## src/rtl/cpu_ctrl_fsm_if.sv

```systemverilog
// Control bundle between the multi-cycle CPU controller (master) and the lab datapath (slave).
interface cpu_ctrl_fsm_if #(
  parameter int OP_W = 4
);
  logic            execute;
  logic            step_mode;
  logic [OP_W-1:0] operation;
  logic            _Extern, Gout, Ain, Gin, Din, RdX, RdY, WrX;
  logic            add_sub, rf_select, sw_select;
  logic            pc_en, ir_en, MemWr, AddrSel;
  logic [3:0]      cur_state;
  logic            halted, busy;

  modport master (
    input  execute, step_mode, operation,
    output _Extern, Gout, Ain, Gin, Din, RdX, RdY, WrX,
    output add_sub, rf_select, sw_select,
    output pc_en, ir_en, MemWr, AddrSel,
    output cur_state, halted, busy
  );

  modport slave (
    output execute, step_mode, operation,
    input  _Extern, Gout, Ain, Gin, Din, RdX, RdY, WrX,
    input  add_sub, rf_select, sw_select,
    input  pc_en, ir_en, MemWr, AddrSel,
    input  cur_state, halted, busy
  );
endinterface

```

## src/rtl/cpu_ctrl_fsm.sv

```systemverilog
// Multi-cycle lab CPU controller with memory wait states, LD/ST sequencing, HALT and run/step.
// Define CTRL_STEP_EN to honour step_mode; otherwise the FSM runs continuously while execute=1.
module cpu_ctrl_fsm #(
  parameter int              OP_W    = 4,
  parameter int              MEM_LAT = 1,
  parameter logic [OP_W-1:0] HALT_OP = {OP_W{1'b1}}
) (
  input  logic           clk,
  input  logic           rst,
  cpu_ctrl_fsm_if.master ctrl
);

  typedef enum logic [3:0] {
    S_IDLE   = 4'd0,
    S_FETCH  = 4'd1,
    S_FWAIT  = 4'd2,
    S_DECODE = 4'd3,
    S_EXEC   = 4'd4,
    S_WB     = 4'd5,
    S_MADDR  = 4'd6,
    S_MWAIT  = 4'd7,
    S_MWB    = 4'd8,
    S_MST    = 4'd9,
    S_HALT   = 4'd10
  } state_e;

  localparam logic [OP_W-1:0] OP_ADD  = OP_W'(0);
  localparam logic [OP_W-1:0] OP_SUB  = OP_W'(1);
  localparam logic [OP_W-1:0] OP_ADDI = OP_W'(2);
  localparam logic [OP_W-1:0] OP_SUBI = OP_W'(3);
  localparam logic [OP_W-1:0] OP_LD   = OP_W'(4);
  localparam logic [OP_W-1:0] OP_ST   = OP_W'(5);
  localparam logic [OP_W-1:0] OP_MOV  = OP_W'(6);

  localparam bit                HAS_WAIT = (MEM_LAT > 0);
  localparam int                CNT_W    = (MEM_LAT > 0) ? $clog2(MEM_LAT + 1) : 1;
  localparam logic [CNT_W-1:0]  CNT_LOAD = (MEM_LAT > 0) ? CNT_W'(MEM_LAT - 1) : '0;

  state_e           state_q, state_d;
  logic [CNT_W-1:0] cnt_q, cnt_d;
  logic [OP_W-1:0]  op;
  logic             step_eff;
  logic             is_halt, is_alu, is_ld, is_st;
  logic             wait_last, end_go;

  assign op = ctrl.operation;

`ifdef CTRL_STEP_EN
  assign step_eff = ctrl.step_mode;
`else
  logic unused_step;
  assign unused_step = ctrl.step_mode;
  assign step_eff    = 1'b0;
`endif

  // HALT_OP wins over every other decode so a parameter collision still halts.
  assign is_halt   = (op == HALT_OP);
  assign is_alu    = !is_halt && ((op == OP_ADD) || (op == OP_SUB) || (op == OP_ADDI) ||
                                  (op == OP_SUBI) || (op == OP_MOV));
  assign is_ld     = !is_halt && (op == OP_LD);
  assign is_st     = !is_halt && (op == OP_ST);
  assign wait_last = (cnt_q == '0);
  assign end_go    = ctrl.execute && !step_eff;

  always_ff @(posedge clk) begin
    if (!rst) begin
      state_q <= S_IDLE;
      cnt_q   <= '0;
    end else begin
      state_q <= state_d;
      cnt_q   <= cnt_d;
    end
  end

  always_comb begin
    state_d        = state_q;
    cnt_d          = cnt_q;
    ctrl._Extern   = 1'b1;
    ctrl.Gout      = 1'b0;
    ctrl.Ain       = 1'b0;
    ctrl.Gin       = 1'b0;
    ctrl.Din       = 1'b0;
    ctrl.RdX       = 1'b0;
    ctrl.RdY       = 1'b0;
    ctrl.WrX       = 1'b0;
    ctrl.add_sub   = 1'b0;
    ctrl.rf_select = 1'b0;
    ctrl.sw_select = 1'b0;
    ctrl.pc_en     = 1'b0;
    ctrl.ir_en     = 1'b0;
    ctrl.MemWr     = 1'b0;
    ctrl.AddrSel   = 1'b0;
    ctrl.halted    = 1'b0;
    ctrl.cur_state = state_q;
    ctrl.busy      = (state_q != S_IDLE) && (state_q != S_HALT);

    unique case (state_q)
      S_IDLE: begin
        if (ctrl.execute) state_d = S_FETCH;
      end
      S_FETCH: begin
        if (HAS_WAIT) begin
          state_d = S_FWAIT;
          cnt_d   = CNT_LOAD;
        end else begin
          ctrl.ir_en = 1'b1;
          ctrl.pc_en = 1'b1;
          state_d    = S_DECODE;
        end
      end
      S_FWAIT: begin
        if (wait_last) begin
          ctrl.ir_en = 1'b1;
          ctrl.pc_en = 1'b1;
          state_d    = S_DECODE;
        end else begin
          cnt_d = cnt_q - 1'b1;
        end
      end
      S_DECODE: begin
        ctrl.RdX = 1'b1;
        ctrl.RdY = 1'b1;
        if (is_halt) begin
          state_d = S_HALT;
        end else if (is_alu) begin
          ctrl.Ain = 1'b1;
          state_d  = S_EXEC;
        end else if (is_ld || is_st) begin
          state_d = S_MADDR;
        end else begin
          state_d = end_go ? S_FETCH : S_IDLE;
        end
      end
      S_EXEC: begin
        ctrl.Gin       = 1'b1;
        ctrl.add_sub   = (op == OP_SUB) || (op == OP_SUBI);
        ctrl.rf_select = (op == OP_ADD) || (op == OP_SUB);
        ctrl.sw_select = (op == OP_ADDI) || (op == OP_SUBI) || (op == OP_MOV);
        state_d        = S_WB;
      end
      S_WB: begin
        ctrl.Gout = 1'b1;
        ctrl.WrX  = 1'b1;
        state_d   = end_go ? S_FETCH : S_IDLE;
      end
      S_MADDR: begin
        ctrl.AddrSel = 1'b1;
        ctrl.RdX     = 1'b1;
        ctrl.RdY     = 1'b1;
        ctrl.Din     = is_st;
        if (HAS_WAIT) begin
          state_d = S_MWAIT;
          cnt_d   = CNT_LOAD;
        end else begin
          state_d = is_st ? S_MST : S_MWB;
        end
      end
      S_MWAIT: begin
        ctrl.AddrSel = 1'b1;
        if (wait_last) state_d = is_st ? S_MST : S_MWB;
        else           cnt_d   = cnt_q - 1'b1;
      end
      S_MWB: begin
        ctrl.AddrSel = 1'b1;
        ctrl._Extern = 1'b0;
        ctrl.WrX     = 1'b1;
        state_d      = end_go ? S_FETCH : S_IDLE;
      end
      S_MST: begin
        ctrl.AddrSel = 1'b1;
        ctrl.MemWr   = 1'b1;
        state_d      = end_go ? S_FETCH : S_IDLE;
      end
      S_HALT: begin
        ctrl.halted = 1'b1;
      end
      default: begin
        state_d = S_IDLE;
        cnt_d   = '0;
      end
    endcase
  end

endmodule

```

## src/flat_wrapper.sv

```systemverilog
// flat-port wrapper written by rule: the top's interface ports become plain ports
module cpu_ctrl_fsm_flat 
#(
  parameter int              OP_W    = 4,
  parameter int              MEM_LAT = 1,
  parameter logic [OP_W-1:0] HALT_OP = {OP_W{1'b1}}
)
  (clk, rst, ctrl_execute, ctrl_step_mode, ctrl_operation, ctrl__Extern, ctrl_Gout, ctrl_Ain, ctrl_Gin, ctrl_Din, ctrl_RdX, ctrl_RdY, ctrl_WrX, ctrl_add_sub, ctrl_rf_select, ctrl_sw_select, ctrl_pc_en, ctrl_ir_en, ctrl_MemWr, ctrl_AddrSel, ctrl_cur_state, ctrl_halted, ctrl_busy);
  cpu_ctrl_fsm_if #(.OP_W(OP_W)) ctrl_i ();
  input  logic clk;
  input  logic rst;
  input wire logic [$bits(ctrl_i.execute)-1:0] ctrl_execute;
  input wire logic [$bits(ctrl_i.step_mode)-1:0] ctrl_step_mode;
  input wire logic [$bits(ctrl_i.operation)-1:0] ctrl_operation;
  output wire logic [$bits(ctrl_i._Extern)-1:0] ctrl__Extern;
  output wire logic [$bits(ctrl_i.Gout)-1:0] ctrl_Gout;
  output wire logic [$bits(ctrl_i.Ain)-1:0] ctrl_Ain;
  output wire logic [$bits(ctrl_i.Gin)-1:0] ctrl_Gin;
  output wire logic [$bits(ctrl_i.Din)-1:0] ctrl_Din;
  output wire logic [$bits(ctrl_i.RdX)-1:0] ctrl_RdX;
  output wire logic [$bits(ctrl_i.RdY)-1:0] ctrl_RdY;
  output wire logic [$bits(ctrl_i.WrX)-1:0] ctrl_WrX;
  output wire logic [$bits(ctrl_i.add_sub)-1:0] ctrl_add_sub;
  output wire logic [$bits(ctrl_i.rf_select)-1:0] ctrl_rf_select;
  output wire logic [$bits(ctrl_i.sw_select)-1:0] ctrl_sw_select;
  output wire logic [$bits(ctrl_i.pc_en)-1:0] ctrl_pc_en;
  output wire logic [$bits(ctrl_i.ir_en)-1:0] ctrl_ir_en;
  output wire logic [$bits(ctrl_i.MemWr)-1:0] ctrl_MemWr;
  output wire logic [$bits(ctrl_i.AddrSel)-1:0] ctrl_AddrSel;
  output wire logic [$bits(ctrl_i.cur_state)-1:0] ctrl_cur_state;
  output wire logic [$bits(ctrl_i.halted)-1:0] ctrl_halted;
  output wire logic [$bits(ctrl_i.busy)-1:0] ctrl_busy;
  assign ctrl_i.execute = ctrl_execute;
  assign ctrl_i.step_mode = ctrl_step_mode;
  assign ctrl_i.operation = ctrl_operation;
  assign ctrl__Extern = ctrl_i._Extern;
  assign ctrl_Gout = ctrl_i.Gout;
  assign ctrl_Ain = ctrl_i.Ain;
  assign ctrl_Gin = ctrl_i.Gin;
  assign ctrl_Din = ctrl_i.Din;
  assign ctrl_RdX = ctrl_i.RdX;
  assign ctrl_RdY = ctrl_i.RdY;
  assign ctrl_WrX = ctrl_i.WrX;
  assign ctrl_add_sub = ctrl_i.add_sub;
  assign ctrl_rf_select = ctrl_i.rf_select;
  assign ctrl_sw_select = ctrl_i.sw_select;
  assign ctrl_pc_en = ctrl_i.pc_en;
  assign ctrl_ir_en = ctrl_i.ir_en;
  assign ctrl_MemWr = ctrl_i.MemWr;
  assign ctrl_AddrSel = ctrl_i.AddrSel;
  assign ctrl_cur_state = ctrl_i.cur_state;
  assign ctrl_halted = ctrl_i.halted;
  assign ctrl_busy = ctrl_i.busy;
  cpu_ctrl_fsm #(.OP_W(OP_W), .MEM_LAT(MEM_LAT), .HALT_OP(HALT_OP)) u_core (.clk(clk), .rst(rst), .ctrl(ctrl_i));
endmodule
```

## config.mk

```make
export PLATFORM = sky130hd
export DESIGN_NAME = cpu_ctrl_fsm_flat
export DESIGN_NICKNAME = d
export VERILOG_FILES = /design/src/rtl/cpu_ctrl_fsm_if.sv /design/src/rtl/cpu_ctrl_fsm.sv /design/src/flat_wrapper.sv
export SDC_FILE = /design/constraint.sdc
export NUM_CORES = 1
export LEC_CHECK = 0
export CAP_MARGIN = 25
export CORE_MARGIN = 2
export CORE_UTILIZATION = 31
export CTS_CLUSTER_DIAMETER = 100
export DETAILED_ROUTE_END_ITERATION = 6
export PLACE_DENSITY = 0.84
export SYNTH_ARGS = -nofsm -noshare
export SYNTH_HDL_FRONTEND = slang
export SYNTH_SLANG_ARGS = --single-unit
export TNS_END_PERCENT = 5
```

## constraint.sdc

```tcl
create_clock -name clk -period 1.2 [get_ports clk]
set_input_delay 0.3 -clock clk [delete_from_list [all_inputs] [get_ports clk]]
set_output_delay 0.3 -clock clk [all_outputs]
set_load 0.03 [all_outputs]
```

==> metrics.txt, run 1 <==
status finished with violations; failing checks negative setup slack; DRC viols 0; I/O Buffers 27; critical path's top delay family buffers and inverters; critical path data required time roughly 0.9 ns; r2r startpoint u_core.ctrl.cur_state[3]; synth-to-layout area growth 135%; RePlAce Congestion 0.805; Arr. time, crit path about 1.5 ns; CTS tree done; f_max 545 MHz; Die X 42.5 um; Non-Filler Instances 134; Final setup viols 24; cells after synthesis 66; drt wl/cell 16.3 um; crit-path max cell delay between 0.3 and 0.4 ns; Hold Path Stages 2; VDD IR-drop max 0.000561 V; later-pin clock latency in the skew report between 0.2 and 0.3 ns; area of the mapped netlist ~460 um^2; placed cell count 125; CP most frequent cell buf_4; Pleak 0.491 nW; post-route minimum period 1.84 ns; GRT Overall Usage 0.261; CTS sink count 4; Synth area leader dfxtp_1; H-tree depth 1; largest net degree at the start of global routing 14; crit path cell chain buf_4, nand2b_1, buf_4, mux2_4, nor2_4, buf_6; initial DRC count 23; RSZ-0062 raised after global routing yes; cells on worst reg2reg path 6; Syn Area/Cell roughly 7.0 um^2; total CTS buffers 3; CTS clk-pin slew, worst paths 0.06 ns; worst setup path startpoint u_core.ctrl.cur_state[3]; via count 732; Max FO, Critical Path 6; synth top area cells dfxtp_1, nand2b_1, nor2_1; Final ANT Viol Nets 0; Buf/Inv on CP 3; share of cells above drive strength 1 0.605; core area approximately 0.0014 mm^2; Final Hold Vio Count 0; Power, Total approximately 0.75 mW; Die ar. 0.00181 mm^2; max-slew violation count 0; flop-to-flop setup slack -0.20 ns; # IOs 29; setup ws final -0.635 ns; DRT Pass-1 Iters 4; Hold Crit Start rst; maxcap violations 0; Slowest cell on crit path dfxtp_4; HPWL after DPL roughly 1400 um; Final period util 1.53; hold buffer count at cts 0; hold slack 0.688 ns; die height 42.5 um; row cnt 13; number of global-route vias before repair 697; drt total wl roughly 2200 um; Via density 5.46; Worst slew margin 0.824; max reg flops 4; worst slew pin tran 0.262 ns; most frequent cells in the layout buf_4, buf_6, nor2_1; Yosys reg bits 4; antenna violations before repair 0; Reg-to-Reg End u_core.ctrl.cur_state[0]; first-pass GRT wire length 3320 um; pwr/cell area 695 mW/mm^2; post-synth top area share 0.174; Yosys Warn Count 0; ANT cells 0; Unique masters post-synth 30; hold path endpoint u_core.ctrl.cur_state[1]; clock buffer depth 2; worst min path class in -> reg; clk_skew 0.0188 ns; total gr overflow 0; sequential share of the synthesized area 0.174; Root Buffer clkbuf_4; Layout Utilization 0.803; Initial Util 0.341; critical path class reg -> out; CP Capture Type output port; Worst setup SP type flip-flop; Layout Nets between 100 and 150; most common cell after layout, fill and taps aside buf_4; Post-Syn Nets 74
-- synthesized netlist by cell type --
master	n
xor2_1	1
xnor2_1	2
mux2_2	1
nor3b_1	1
mux2i_1	1
nor3_1	5
a31oi_1	3
inv_1	2
buf_6	1
nor2_1	8
a21boi_1	1
buf_2	2
or3_1	3
nand4_1	1
dfxtp_1	4
o2111ai_1	1
o22ai_1	1
a211oi_1	1
and3_1	3
nand3b_1	1
nand2_1	4
a41oi_1	1
nor3_2	1
nand3_1	3
o21ai_0	2
clkbuf_2	1
nand2b_1	5
nand2b_4	1
a21oi_1	2
buf_4	3
-- power breakdown --
group	switching (mW)	total, mW	internal [mW]
Clock	0.0916	0.219	0.127
Combinational	0.206	0.377	0.171
Sequential	0.0154	0.158	0.142
Total	0.313	0.753	0.440
-- cell families (layout without fill, tap and decap cells) --
family / count (synthesis) / in the layout / synth area share
AO/OA/AOI/OAI: 12 / 12 / 0.169
multiplexers: 2 / 2 / 0.0462
AND/OR/NAND/NOR: 36 / 36 / 0.432
XOR/XNOR: 3 / 3 / 0.0571
flip-flops: 4 / 4 / 0.174
buffers and inverters: 9 / 62 / 0.122
-- worst max-delay path by stage --
stage                   end  slack (ns)  cells past startpoint
4_1_cts            ctrl_WrX       -0.60                      6
3_5_place_dp       ctrl_Din       -0.51                      5
2_1_floorplan  ctrl_add_sub       -0.69                      5
5_1_grt            ctrl_WrX       -0.70                      6
6_report           ctrl_WrX       -0.64                      6
3_3_place_gp       ctrl_Din       -0.50                      5
-- timing repair --
action / CTS / global route
resized for setup: 28 / 9
setup endpoints to repair: 25 / 24
setup buffers: 5 / 0
pin swaps: 5 / 1
gates cloned: 0 / 0
-- final cells by class --
cell class	instances	area [um^2]
repair buffers	56	507
multi-input cells	53	437
fillers	75	267
flip-flops and latches	4	87.6
clock buffers	4	26.3
well taps	15	18.8
inverters	2	7.51
-- worst reg2reg max path, delay by kind of cell (launching register included) --
kind	cells	cell delay, ns
compound gates	1	0.12
buf+inv	3	0.38
flops	1	0.35
simple gates	2	0.45
-- stage by stage --
step	cell area, um^2	setup WS (ns)	TNS [ns]
finish	1080	-0.635	-9.20
global route	1080	-0.695	-10.60
CTS	1050	-0.601	-8.58
detailed placement	917	-0.508	-6.51
global placement	917	-0.495	-6.22
floorplan	532	-0.689	-8.77
-- layer usage --
layer	vias to the layer above	global-route usage	part of all wire
met5	-	0	0
met4	0	0.144	0.033
li1	340	-	-
met1	339	0.270	0.37
met3	8	0.108	0.092
met2	45	0.440	0.50
Power figures use the tool's default switching activity.
==> inputs of run 2 (changes only) <==
Settings changed: CTS_CLUSTER_SIZE from default to 14.
==> results of run 2 <==
Same layout as run 1: the final DEF is identical, and so are final timing and power.
==> inputs of run 3 (changes only) <==
Settings changed: SKIP_LAST_GASP from default to 1.
==> metrics.txt, run 3 (same netlist as run 1, synthesis figures left out) <==
status finished with violations; failing checks negative setup slack; Arr. time, crit path 1.51 ns (-0.03 ns); worst setup path startpoint u_core.ctrl.cur_state[3]; max-slew violation count 0 (unchanged); critical path class reg -> out; worst min path class in -> reg; Via density 5.38 (-1.5%); first-pass GRT wire length 3150 um (-5.0%); max reg flops 4 (unchanged); flop-to-flop setup slack -0.26 ns (-0.06 ns); synth-to-layout area growth 118%; Net Sw Power 0.283 mW (-9.6%); CP Capture Type output port; r2r startpoint u_core.ctrl.cur_state[3]; worst setup path endpoint ctrl_WrX; Reg-to-Reg End u_core.ctrl.cur_state[0]; ANT cells 0 (unchanged); Layout Nets 128 (unchanged); hold buffer count at cts 0 (unchanged); maxcap violations 0 (unchanged); clock group share of total power 0.287 (-0.003); largest net degree at the start of global routing 14 (unchanged); core area 0.00135 mm^2 (unchanged); DRC viols 0 (unchanged); power share of the combinational group 0.493 (-0.007); Final ANT Viol Nets 0 (unchanged); Reg power frac 0.220 (+0.011); H-tree depth 1 (unchanged); row cnt 13 (unchanged); RePlAce Congestion 0.805 (unchanged); Worst slew margin 0.805 (-0.0188); number of global-route vias before repair 666 (-4.4%); antenna violations before repair 0 (unchanged); dpl ws -0.508 ns (unchanged); DRT Pass-1 Iters 4 (unchanged); Final setup viols 25 (+4.2%); most frequent cells in the layout buf_4, nor2_1, clkdlybuf4s50_1; CTS sink count 4 (unchanged); worst slew pin tran 0.293 ns (+0.0313 ns); cell-internal power 0.420 mW (-4.5%); die height 42.5 um (unchanged); HPWL after DPL 1370 um (unchanged); clk_skew 0.0126 ns (-0.00618 ns); Final Hold Vio Count 0 (unchanged); Die ar. 0.00181 mm^2 (unchanged); area post-placement 917 um^2 (unchanged); later-pin clock latency in the skew report 0.26 ns (about the same); total gr overflow 0 (unchanged); # IOs 29 (unchanged); Layout Utilization 0.744 (-0.0584); critical path data required time 0.90 ns (about the same); Max FO, Critical Path 6 (unchanged); RSZ-0062 raised after global routing yes; share of cells above drive strength 1 0.529 (-0.0756); GRT Overall Usage 0.237 (-0.0231); initial DRC count 21 (-8.7%); VDD IR-drop max 0.000590 V (+5.2%); Initial Util 0.341 (unchanged); f_max 551 MHz (+1.1%); setup ws final -0.615 ns (+0.0205 ns); Pleak 0.467 nW (-4.9%); drt total wl 1940 um (-11%); Switching Share 0.403 (-0.0133); final instance area 0.00100 mm^2 (-7.3%); CTS clk-pin slew, worst paths 0.05 ns (about the same); fillers 101 (+35%); total CTS buffers 3 (unchanged); Worst setup SP type flip-flop; clock buffer depth 2 (unchanged); Die X 42.5 um (unchanged); pwr/cell area 700 mW/mm^2 (+0.72%); Root Buffer clkbuf_4; cells on worst reg2reg path 6 (unchanged); CTS tree done; drt wl/cell 14.5 um (-11%); via count 721 (-1.5%); Final period util 1.51 (-0.0170); I/O Buffers 27 (unchanged); post-route minimum period 1.81 ns (-0.0205 ns); most common cell after layout, fill and taps aside buf_4
-- run 3: repair_timing --
action | in CTS | in global routing
pin swaps | 3 | 0
setup buffers | 5 | 0
gates resized for setup | 10 | 0
setup endpoints to repair | 25 | 25
-- run 3: area by class of cell --
class / count / area [um^2] / area share
multi-input combinational: 53 / 400 / 0.399
tap: 15 / 18.8 / 0.0187
clock buffer: 4 / 26.3 / 0.0262
sequential: 4 / 83.8 / 0.0834
inverter: 2 / 7.51 / 0.00747
timing repair buffer: 56 / 468 / 0.466
-- run 3: through the flow --
stage	power [mW]	std cells	setup TNS (ns)	hold slack, ns
final	0.703	134	-10.12	0.694
after global placement	0.484	125	-6.22	0.659
after floorplan	0.348	66	-8.77	0.452
after global routing	0.739	134	-11.63	0.711
after CTS	0.699	134	-9.65	0.689
after detailed placement	0.490	125	-6.51	0.686
-- run 3: how the worst min path moves through the flow --
stage / endpoint / from / depth (start not counted) / slack [ns]
after floorplan: u_core.ctrl.cur_state[3] / rst / 1 / 0.45
after global placement: u_core.ctrl.cur_state[2] / u_core.ctrl.cur_state[2] / 3 / 0.66
after detailed placement: u_core.ctrl.cur_state[0] / u_core.ctrl.cur_state[1] / 3 / 0.69
after CTS: u_core.ctrl.cur_state[1] / rst / 2 / 0.69
after global routing: u_core.ctrl.cur_state[1] / rst / 2 / 0.71
final: u_core.ctrl.cur_state[1] / rst / 2 / 0.69
-- run 3: per-layer routing --
layer  global-route usage  vias up  part of all wire
met5                    0        -                 0
met4               0.0938        0             0.015
met3               0.0776        4             0.061
met2                0.418       28              0.54
met1                0.259      346              0.38
li1                     -      343                 -
-- run 3: power by group through the flow --
stage / logic [mW] / clock network (mW) / registers, mW
after floorplan: 0.171 / 0 / 0.177
after global placement: 0.330 / 0 / 0.154
after detailed placement: 0.336 / 0 / 0.154
after CTS: 0.341 / 0.206 / 0.152
after global routing: 0.368 / 0.215 / 0.156
final: 0.347 / 0.202 / 0.155
-- run 3: critical path: stages (launching register included) --
cell,delay (ns)
dfxtp_4,0.35
buf_4,0.13
nand2b_1,0.07
buf_4,0.16
mux2_4,0.28
nor2_4,0.13
buf_6,0.14
